$ cat src/rtl/minicpu_pkg.sv
// rtl/minicpu_pkg.sv - shared opcode, field and FSM definitions for the mini-CPU issue path
package minicpu_pkg;
   localparam int DATA_W   = 16;
   localparam int NUM_REGS = 4;
   localparam int REG_AW   = 2;
   localparam int IMM_W    = 9;

   localparam int OP_MSB  = 15;
   localparam int OP_LSB  = 13;
   localparam int RD_MSB  = 12;
   localparam int RD_LSB  = 11;
   localparam int RS1_MSB = 10;
   localparam int RS1_LSB = 9;
   localparam int RS2_MSB = 8;
   localparam int RS2_LSB = 7;
   localparam int IMM_MSB = 8;
   localparam int IMM_LSB = 0;

   typedef enum logic [2:0] {
      OP_LOAD    = 3'b000,
      OP_ADD     = 3'b001,
      OP_ADDI    = 3'b010,
      OP_SUB     = 3'b011,
      OP_SUBI    = 3'b100,
      OP_MUL     = 3'b101,
      OP_CLEAR   = 3'b110,
      OP_DISPLAY = 3'b111
   } opcode_t;

   typedef enum logic [1:0] {
      ST_IDLE = 2'd0,
      ST_EXEC = 2'd1,
      ST_DISP = 2'd2
   } state_t;

   function automatic logic [DATA_W-1:0] sext_imm(input logic [IMM_W-1:0] imm);
      return {{(DATA_W-IMM_W){imm[IMM_W-1]}}, imm};
   endfunction

   function automatic logic is_alu_op(input opcode_t op);
      return (op != OP_LOAD) && (op != OP_CLEAR) && (op != OP_DISPLAY);
   endfunction
endpackage

$ cat src/rtl/minicpu_regfile.sv
// rtl/minicpu_regfile.sv - 4 x 16 register file, two async read ports, one sync write, sync clear-all
module minicpu_regfile
   import minicpu_pkg::*;
(
   input  logic              clk,
   input  logic              rst,
   input  logic [REG_AW-1:0] raddr_a,
   input  logic [REG_AW-1:0] raddr_b,
   output logic [DATA_W-1:0] rdata_a,
   output logic [DATA_W-1:0] rdata_b,
   input  logic              we,
   input  logic [REG_AW-1:0] waddr,
   input  logic [DATA_W-1:0] wdata,
   input  logic              clear
);
   logic [DATA_W-1:0] regs [NUM_REGS];

   always_ff @(posedge clk) begin
      if (rst || clear) begin
         for (int i = 0; i < NUM_REGS; i++) regs[i] <= '0;
      end else if (we) begin
         regs[waddr] <= wdata;
      end
   end

   assign rdata_a = regs[raddr_a];
   assign rdata_b = regs[raddr_b];
endmodule

$ cat src/rtl/minicpu_issue_unit.sv
// rtl/minicpu_issue_unit.sv - decodes instruction words, sequences the ALU and handles LOAD/CLEAR/DISPLAY
module minicpu_issue_unit
   import minicpu_pkg::*;
(
   input  logic              clk,
   input  logic              rst,
   input  logic              instr_valid,
   output logic              instr_ready,
   input  logic [15:0]       instr,
   output logic [2:0]        alu_opcode,
   output logic [DATA_W-1:0] alu_a,
   output logic [DATA_W-1:0] alu_b,
   input  logic [DATA_W-1:0] alu_result,
   input  logic              alu_zero,
   output logic              disp_valid,
   input  logic              disp_ready,
   output logic [DATA_W-1:0] disp_data,
   output logic              wb_valid,
   output logic [1:0]        wb_addr,
   output logic [DATA_W-1:0] wb_data,
   output logic              zero_flag
);
   state_t            state, state_next;
   opcode_t           dec_op, op_q;
   logic [1:0]        rd_q;
   logic [DATA_W-1:0] rs1_data, rs2_data, dec_b, wr_data;
   logic              accept, exec_write, exec_alu, exec_clear;

   assign dec_op = opcode_t'(instr[OP_MSB:OP_LSB]);
   assign dec_b  = (dec_op == OP_ADD || dec_op == OP_SUB) ? rs2_data
                                                          : sext_imm(instr[IMM_MSB:IMM_LSB]);
   // LOAD carries its sign-extended immediate in the B operand latch
   assign wr_data = (op_q == OP_LOAD) ? alu_b : alu_result;

   minicpu_regfile u_regfile (
      .clk     (clk),
      .rst     (rst),
      .raddr_a (instr[RS1_MSB:RS1_LSB]),
      .raddr_b (instr[RS2_MSB:RS2_LSB]),
      .rdata_a (rs1_data),
      .rdata_b (rs2_data),
      .we      (exec_write),
      .waddr   (rd_q),
      .wdata   (wr_data),
      .clear   (exec_clear)
   );

   always_ff @(posedge clk) begin
      if (rst) state <= ST_IDLE;
      else     state <= state_next;
   end

   always_comb begin
      state_next = state;
      case (state)
         ST_IDLE: if (instr_valid) state_next = (dec_op == OP_DISPLAY) ? ST_DISP : ST_EXEC;
         ST_EXEC: state_next = ST_IDLE;
         ST_DISP: if (disp_ready) state_next = ST_IDLE;
         default: state_next = ST_IDLE;
      endcase
   end

   always_comb begin
      instr_ready = (state == ST_IDLE);
      disp_valid  = (state == ST_DISP);
      accept      = instr_ready && instr_valid;
      exec_alu    = (state == ST_EXEC) && is_alu_op(op_q);
      exec_write  = exec_alu || ((state == ST_EXEC) && (op_q == OP_LOAD));
      exec_clear  = (state == ST_EXEC) && (op_q == OP_CLEAR);
   end

   always_ff @(posedge clk) begin
      if (rst) begin
         op_q       <= OP_LOAD;
         rd_q       <= '0;
         alu_opcode <= '0;
         alu_a      <= '0;
         alu_b      <= '0;
         disp_data  <= '0;
         wb_valid   <= 1'b0;
         wb_addr    <= '0;
         wb_data    <= '0;
         zero_flag  <= 1'b1;
      end else begin
         wb_valid <= exec_write;
         if (accept) begin
            op_q <= dec_op;
            rd_q <= instr[RD_MSB:RD_LSB];
            // DISPLAY leaves the ALU inputs untouched so they keep their last values
            if (dec_op == OP_DISPLAY) begin
               disp_data <= rs1_data;
            end else begin
               alu_opcode <= dec_op;
               alu_a      <= rs1_data;
               alu_b      <= dec_b;
            end
         end
         if (exec_write) begin
            wb_addr <= rd_q;
            wb_data <= wr_data;
         end
         if (exec_alu)        zero_flag <= alu_zero;
         else if (exec_clear) zero_flag <= 1'b1;
      end
   end
endmodule

$ cat config.mk
export PLATFORM = sky130hd
export DESIGN_NAME = minicpu_issue_unit
export DESIGN_NICKNAME = d
export VERILOG_FILES = /design/src/rtl/minicpu_pkg.sv /design/src/rtl/minicpu_regfile.sv /design/src/rtl/minicpu_issue_unit.sv
export SDC_FILE = /design/constraint.sdc
export NUM_CORES = 1
export LEC_CHECK = 0
export CORE_MARGIN = 2
export CORE_UTILIZATION = 45
export DETAILED_ROUTE_END_ITERATION = 6
export MAX_ROUTING_LAYER = met4
export PLACE_DENSITY = 0.71
export SYNTH_ARGS = -nofsm -noshare
export SYNTH_HDL_FRONTEND = slang
export SYNTH_SLANG_ARGS = --single-unit
$ cat constraint.sdc
create_clock -name clk -period 5.2 [get_ports clk]
set_input_delay 1.04 -clock clk [delete_from_list [all_inputs] [get_ports clk]]
set_output_delay 1.04 -clock clk [all_outputs]
set_load 0.03 [all_outputs]
### Word level (Yosys, flattened, before mapping)

Memories as Yosys holds them, arrays and structs flattened.
Index checks and enable logic that the tools add are counted.

| cells by class | value |
|---|---|
| equality and inequality tests | 10 |
| muxes and demuxes | 16 |
| bitwise gates (word level) | 1 |
| reduce and logical (&&, ||, !) cells | 17 |

Operators by type and width:

| kind | number |
|---|---|
| $mux W16 | 3 |
| $reduce_or A16 Y1 | 1 |
| $mux W1 | 8 |
| $mux W2 | 4 |
| $eq A3 B3 Y1 const B | 2 |
| $logic_and A1 B1 Y1 | 6 |
| $ne A3 B3 Y1 const B | 2 |
| $reduce_and A2 Y1 | 3 |
| $pmux W2 S2 | 1 |
| $eq A3 B1 Y1 const B | 1 |
| $eq A3 B2 Y1 const B | 1 |
| $logic_not A3 Y1 | 1 |
| $logic_or A1 B1 Y1 | 3 |
| $reduce_bool A3 Y1 | 1 |
| $eq A2 B1 Y1 const B | 1 |
| $eq A2 B2 Y1 const B | 1 |
| $logic_not A2 Y1 | 1 |
| $ne A2 B1 Y1 const B | 1 |
| $ne A2 B2 Y1 const B | 1 |
| $reduce_bool A2 Y1 | 1 |
| $not A1 Y1 | 1 |

| word-level totals | value |
|---|---|
| bits in registers | 78 |
| RAM bits | 64 |
| input port bits | 37 |
| output and inout bits | 73 |
| logic and storage cells | 56 |
| memories | 1 |

Memories:

| memory | words | width | read ports | clocked after memory_dff | write ports | RTL line | RTL |
|---|---|---|---|---|---|---|---|
| u_regfile.regs | 4 | 16 | 2 | 0 | 4 | minicpu_regfile.sv:16 | `logic [DATA_W-1:0] regs [NUM_REGS];` |

### Logic depth before layout (Yosys ltp)

Gate-level depths: netlist of run 1.

| logic depth | value |
|---|---|
| depth after elaboration | 10 |
| gate-level depth with buffers | 7 |
| gate-level depth less buffers | 5 |

### Cells and area by module

Synthesis of run 1 repeated with hierarchy kept, for this count alone.

| second synthesis, totals | value |
|---|---|
| cells, all modules | 579 |
| area, all modules | 6562.5 um2 |

By module, submodules not included:

| module | instances | cells an instance | area each (um2) | seq. area each (um2) |
|---|---|---|---|---|
| minicpu_issue_unit | 1 | 370 | 3365.7 | 1561.5 |
| minicpu_regfile | 1 | 209 | 3196.8 | 1921.8 |

### Worst setup path before layout of run 1

Ideal clock, no wire load.

| timing path | value |
|---|---|
| kind | input-to-reg |
| from | input port rst |
| to | memory u_regfile.regs[0][0], enable pin |
| setup time | 0.372 ns |
| arrival time | 2.699 ns |
| required time | 4.828 ns |
| path slack | 2.129 ns |
| cell stages on the path | 7 |
| buffers on the path | 4 |
| cells stage by stage | clkbuf_1 or3_1 buf_6 or3_1 buf_6 buf_12 nand2_1 |

RTL lines:

| what | RTL line | RTL |
|---|---|---|
| from (decl) | minicpu_issue_unit.sv:6 | `input logic rst,` |
| to (decl) | minicpu_regfile.sv:16 |  |

==> results of run 1 <==
[layer usage]
| layer | wire (um) | GRT usage [%] |
|---|---|---|
| met1 | 6330 | 28.3 |
| met5 | 0 | - |
| met2 | 7530 | 35.5 |
| met4 | 240 | 8.24 |
| met3 | 1140 | 4.85 |
[cell families after synthesis]
kind of cell           after synthesis  synth area share [%]
flip-flops                         142                  57.8
buffers and inverters               39                  3.26
AND/OR/NAND/NOR                    220                  16.2
AO/OA/AOI/OAI                       76                  8.18
multiplexers                        49                  14.6
[tightest hold or removal path, delay by kind of cell, from the launching register on]
kind	cells	cell delay [ns]
DFF	1	0.31
and+or+nand+nor	1	0.05
AOI/OAI and AO/OA	1	0.05
[state kept, by name, indices dropped and copies added (netlist names)]
register	count
wb_addr	2
disp_data	16
state	2
wb_valid	1
u_regfile.regs	64
alu_opcode	3
zero_flag	1
rd_q	2
wb_data	16
op_q	3
alu_a	16
alu_b	16
[cells in the mapped netlist (3+ instances only)]
cell type  instances  share of area (%)
buf_2             15                1.2
a21oi_1           39                3.2
mux4_2            31                 12
nor3_1             7               0.58
a311oi_1          15                2.2
nor2_4             9                1.7
nand2_1          103                6.4
clkbuf_1          17                1.1
nor2_1            83                5.2
a21o_1            16                2.0
buf_1              3               0.19
edfxtp_1          64                 32
mux2i_1           18                3.0
dfxtp_1           78                 26
[power by group]
part / leakage [nW] / switching, mW / internal, mW
sequential: 1.30 / 0.0381 / 1.22
clock: 0.317 / 0.472 / 0.808
combinational: 1.33 / 0.226 / 0.155
[stage by stage]
step           hold WS (ns)  worst slack [ns]  instance area, um2
2_1_floorplan         0.457              2.13                6020
3_3_place_gp          0.436              1.60                7200
3_5_place_dp          0.439              1.50                7200
4_1_cts               0.455              1.93                7830
5_1_grt               0.470              1.79                7830
6_report              0.451              1.94                7830
[how the worst min path moves through the flow]
stage | endpoint | depth (start not counted) | start
finish | alu_a[10]$_SDFFE_PP0P_ | 2 | alu_a[10]$_SDFFE_PP0P_
global placement | wb_data[8]$_SDFFE_PP0P_ | 1 | wb_data[8]$_SDFFE_PP0P_
floorplan | op_q[2]$_SDFFE_PP0P_ | 2 | op_q[2]$_SDFFE_PP0P_
detailed placement | wb_data[14]$_SDFFE_PP0P_ | 1 | wb_data[14]$_SDFFE_PP0P_
CTS | alu_a[10]$_SDFFE_PP0P_ | 2 | alu_a[10]$_SDFFE_PP0P_
global route | disp_data[9]$_SDFFE_PP0P_ | 2 | disp_data[9]$_SDFFE_PP0P_
[layout make-up]
cell class / instances / area [um2] / share of cell area [%]
clock buffer: 22 / 518 / 6.61
clock inverter: 10 / 119 / 1.52
inverter: 1 / 3.75 / 0.0479
multi-input combinational: 345 / 2350 / 30.0
sequential: 142 / 3480 / 44.5
tap: 176 / 220 / 2.81
timing repair buffer: 116 / 1140 / 14.5
==> metrics.cfg, run 1 <==
[layout]
fill_cells=1062
final_common_cell=clkdlybuf4s50_1
post-route-util_pct=59.6
fin_cells=812
nets=660
antenna_cells=0
drive_gt1_share_pct=13.4
final_cell_mix=clkdlybuf4s50_1 (108), nand2_1 (103), nor2_1 (83)
areaGrowthSynthToFinish_pct=30.0

[timing]
clock_skew_ns=0.00597
tightest_slew_ns=1.22
timing.final.crit_share_pct=62.6
rsz0062_at_grt=false
slew_viol_final=0
slew_headroom_pct=18.6
fmax_mhz=307
fin_crit_ns=3.26
hold_violations=0
setup_viol=0
tns_ns=0

[worst_setup_path]
crit_buf_inv=2
path_max_fanout=18
path_depth=5
worst_r2r_startpoint=state[0]$_SDFFE_PP0P_
critical_path.slowest_cell=nand2_1
reg2reg_depth=5
path_cells=buf_2 -> or3_1 -> inv_1 -> nand3b_2 -> nand2_1
cpLargestDelayFamily=simple AND/OR/NAND/NOR gates
endpoint=u_regfile.regs[2][3]$_SDFFCE_PN0P_
start_kind=input pin
worst-setup-path-type=input pin to register
slowest_delay_ns=0.76
reg2reg_slack_ns=2.12
crit_arrival_ns=3.31
startpoint=rst
end_kind=register
required_ns=5.25
timing.rr.end=u_regfile.regs[2][3]$_SDFFCE_PN0P_

[route]
firstDrtPassIters=5
viasPerCell=5.56
routed_wl_mm=15.2
drt-initial-drc-count=568
vias=4513
wl_per_cell_um=18.8
drc=0
ant_nets=0

[logic_synthesis]
synth_edf_count=64
synth.distinct_cells=34
synth_area_mm2=0.00602
yosysSeqAreaShare_pct=57.8
syn-instance-count=526
synth_seq_cells=142
syn-num-nets=563
avgSynthCellArea_um2=11.5
yosysWarnings=0
ys.flop_type=dfxtp_1
synthArstFlopShare_pct=0

[grt]
gr-total-overflow=0
grt_pass1_vias=4290
grt_pass1_wl_mm=23.4
antenna_found_initial=0
grt_max_degree=63
grt_util_all_layers_pct=22.3

[clocking]
clockRootBuffer=clkbuf_16
cts_inserted_buffers=17
cts.path.max_buffers=2
clkTransAtPathRegs_ns=0.06
cts_tree=done
cts.htree.levels=4
cts.sinks=142
cts_hold_buf=0
worstSkewPairLatency_ns=0.42
post_cts_buffers=0
cts_repair_resize_count=0

[floorplan]
rows=42
die-width_um=120
initial_core_util_pct=45.9
design.core.area_mm2=0.0131
dieHeight_um=120
dieArea_mm2=0.0143
ios=110

[placed_design]
place_congestion=0.823
port_buffers=109
dp_hpwl_mm=10.1
dp_cells=780

[pwr]
p_leak_nw=2.94
peakVddDrop_mv=0.225
pwr_density_cell_mw_per_mm2=373
design_power_total_mw=2.92

[worst_hold_path]
hp-class=register to register

[outcome]
outcome=completed

[run]
max_cap_viol_count=0

No activity file was read; power rests on OpenSTA's default activity.
==> inputs of run 2 (changes only) <==
--- a/config.mk
+++ b/config.mk
@@ -9,7 +9,7 @@
 export CORE_UTILIZATION = 45
 export DETAILED_ROUTE_END_ITERATION = 6
 export MAX_ROUTING_LAYER = met4
-export PLACE_DENSITY = 0.71
+export PLACE_DENSITY = 0.74
 export SYNTH_ARGS = -nofsm -noshare
 export SYNTH_HDL_FRONTEND = slang
 export SYNTH_SLANG_ARGS = --single-unit
==> constraint.sdc (replaced) <==
create_clock -name clk -period 2.6 [get_ports clk]
set_input_delay 0.52 -clock clk [delete_from_list [all_inputs] [get_ports clk]]
set_output_delay 0.52 -clock clk [all_outputs]
set_load 0.03 [all_outputs]
==> run 2 against run 1 <==
  * Clock power rose by 91%
  * Clock skew grew 0.0045 ns
  * Sequential share of layout area down 0.63 points
  * Sequential cell count unchanged
  * Utilization is 0.86 points higher
  * Final area increased by 1.4%
==> metrics.cfg, run 2 (same netlist as run 1, synthesis figures left out) <==
[placed_design]
place_area_mm2=0.00733  ; +1.9%
place_congestion=0.846  ; +2.8%
dp_hpwl_mm=10.1  ; -0.48%
port_buffers=109  ; unchanged

[floorplan]
dieHeight_um=120  ; unchanged
design.core.area_mm2=0.0131  ; unchanged
dieArea_mm2=0.0143  ; unchanged
rows=42  ; unchanged
initial_core_util_pct=45.9  ; unchanged
ios=110  ; unchanged
die-width_um=120  ; unchanged

[timing]
slew_viol_final=0  ; unchanged
clock_skew_ns=0.0105  ; +0.00452 ns
setup_viol=0  ; unchanged
tns_ns=0  ; unchanged
fmax_mhz=455
timing.final.crit_share_pct=84.5
hold_violations=0  ; unchanged
rsz0062_at_grt=false
slew_headroom_pct=56.4  ; +38 points
tightest_slew_ns=0.654  ; -0.562 ns
fin_crit_ns=2.20

[worst_hold_path]
min_from=wb_data[3]$_SDFFE_PP0P_
hp-class=register to register

[route]
firstDrtPassIters=4  ; -1
vias=4488  ; -0.55%
drc=0  ; unchanged
drt-initial-drc-count=439  ; -23%
ant_nets=0  ; unchanged
wl_per_cell_um=18.9  ; +0.57%
routed_wl_mm=15.6  ; +2.4%
viasPerCell=5.43  ; -2.4%

[clocking]
post_cts_buffers=0  ; unchanged
worstSkewPairLatency_ns=0.42  ; about the same
cts_tree=done
cts.sinks=142  ; unchanged
cts_inserted_buffers=17  ; unchanged
cts_repair_resize_count=0  ; unchanged
cts.path.max_buffers=2  ; unchanged
clockRootBuffer=clkbuf_16
cts_hold_buf=0  ; unchanged
cts.htree.levels=4  ; unchanged
clkTransAtPathRegs_ns=0.06  ; about the same

[worst_setup_path]
start_kind=register
required_ns=2.08  ; -3.17 ns
startpoint=state[0]$_SDFFE_PP0P_
slowest_delay_ns=0.66  ; -0.10 ns
critical_path.slowest_cell=clkdlybuf4s50_1
reg2reg_slack_ns=0.64  ; -1.48 ns
end_kind=output port
worst-setup-path-type=register to output port
crit_arrival_ns=1.68  ; -1.63 ns
crit_buf_inv=1  ; -1
path_max_fanout=5  ; -13
worst_r2r_startpoint=state[0]$_SDFFE_PP0P_
cpLargestDelayFamily=buffers and inverters
path_cells=and2b_1 -> clkdlybuf4s50_1

[pwr]
pwr_density_cell_mw_per_mm2=723  ; +94%
design_power_total_mw=5.75  ; +97%
peakVddDrop_mv=0.591  ; +160%
p_leak_nw=3.01  ; +2.5%

[layout]
post-route-util_pct=60.5  ; +0.86 points
regMostFlops=u_regfile.regs
fill_cells=1034  ; -2.6%
antenna_cells=0  ; unchanged
areaGrowthSynthToFinish_pct=31.9
nets=675  ; +2.3%
drive_gt1_share_pct=15.4  ; +2.0 points
final_cell_mix=clkdlybuf4s50_1 (108), nand2_1 (103), nor2_1 (83)
final_area_mm2=0.00795  ; +1.4%
regArea_mm2=0.00348  ; unchanged
largest_reg_flops=64  ; unchanged
final_common_cell=clkdlybuf4s50_1
multiInputGateArea_mm2=0.00235  ; unchanged

[outcome]
outcome=completed

[grt]
gr-total-overflow=0  ; unchanged
antenna_found_initial=0  ; unchanged
grt_max_degree=63  ; unchanged
grt_pass1_wl_mm=24.2  ; +3.2%
grt_pass1_vias=4672  ; +8.9%
grt_util_all_layers_pct=23.1  ; +0.78 points

[run]
max_cap_viol_count=0  ; unchanged

-- run 2: cell count changes in the layout (fill, tap and decap cells not counted), sizes merged --
cell,previous run,this run
bufinv,2,0
buf,8,23
clkbuf,22,25
clkinv,4,5
inv,5,3
-- run 2: area by class of cell --
cell class / instances / share of cell area (%)
Inverter: 1 / 0.0472
Timing Repair Buffer: 131 / 16.1
Tap cell: 176 / 2.77
Clock inverter: 7 / 0.520
Clock buffer: 25 / 7.18
Sequential cell: 142 / 43.8
Multi-Input combinational cell: 345 / 29.6
-- run 2: path summary, 6_finish.rpt --
check	endpoint	depth (start not counted)
worst max-delay path	disp_valid	2
worst min-delay path	wb_data[3]$_SDFFE_PP0P_	1
worst max register to register	u_regfile.regs[0][5]$_SDFFCE_PN0P_	5
worst min register to register	wb_data[3]$_SDFFE_PP0P_	1
-- run 2: where the power goes --
group | switching, mW | total (mW) | internal, mW
Sequential | 0.0745 | 2.52 | 2.45
Combinational | 0.455 | 0.782 | 0.327
Clock | 0.921 | 2.44 | 1.52
-- run 2: stage by stage --
stage / setup slack, ns / hold slack [ns] / std cells
2_1_floorplan: 0.0495 / 0.457 / 526
3_3_place_gp: 0.465 / 0.437 / 795
3_5_place_dp: 0.384 / 0.444 / 795
4_1_cts: 0.377 / 0.460 / 827
5_1_grt: 0.342 / 0.480 / 827
6_report: 0.404 / 0.454 / 827
-- run 2: per-layer routing --
metal / routed length, um / share of wire, % / global-route usage, % / up-vias
li1: - / - / - / 2099
met1: 6350 / 41 / 27.2 / 2177
met2: 7990 / 51 / 38.4 / 188
met3: 976 / 6.3 / 5.42 / 24
met4: 288 / 1.8 / 9.71 / 0
met5: 0 / 0 / - / -
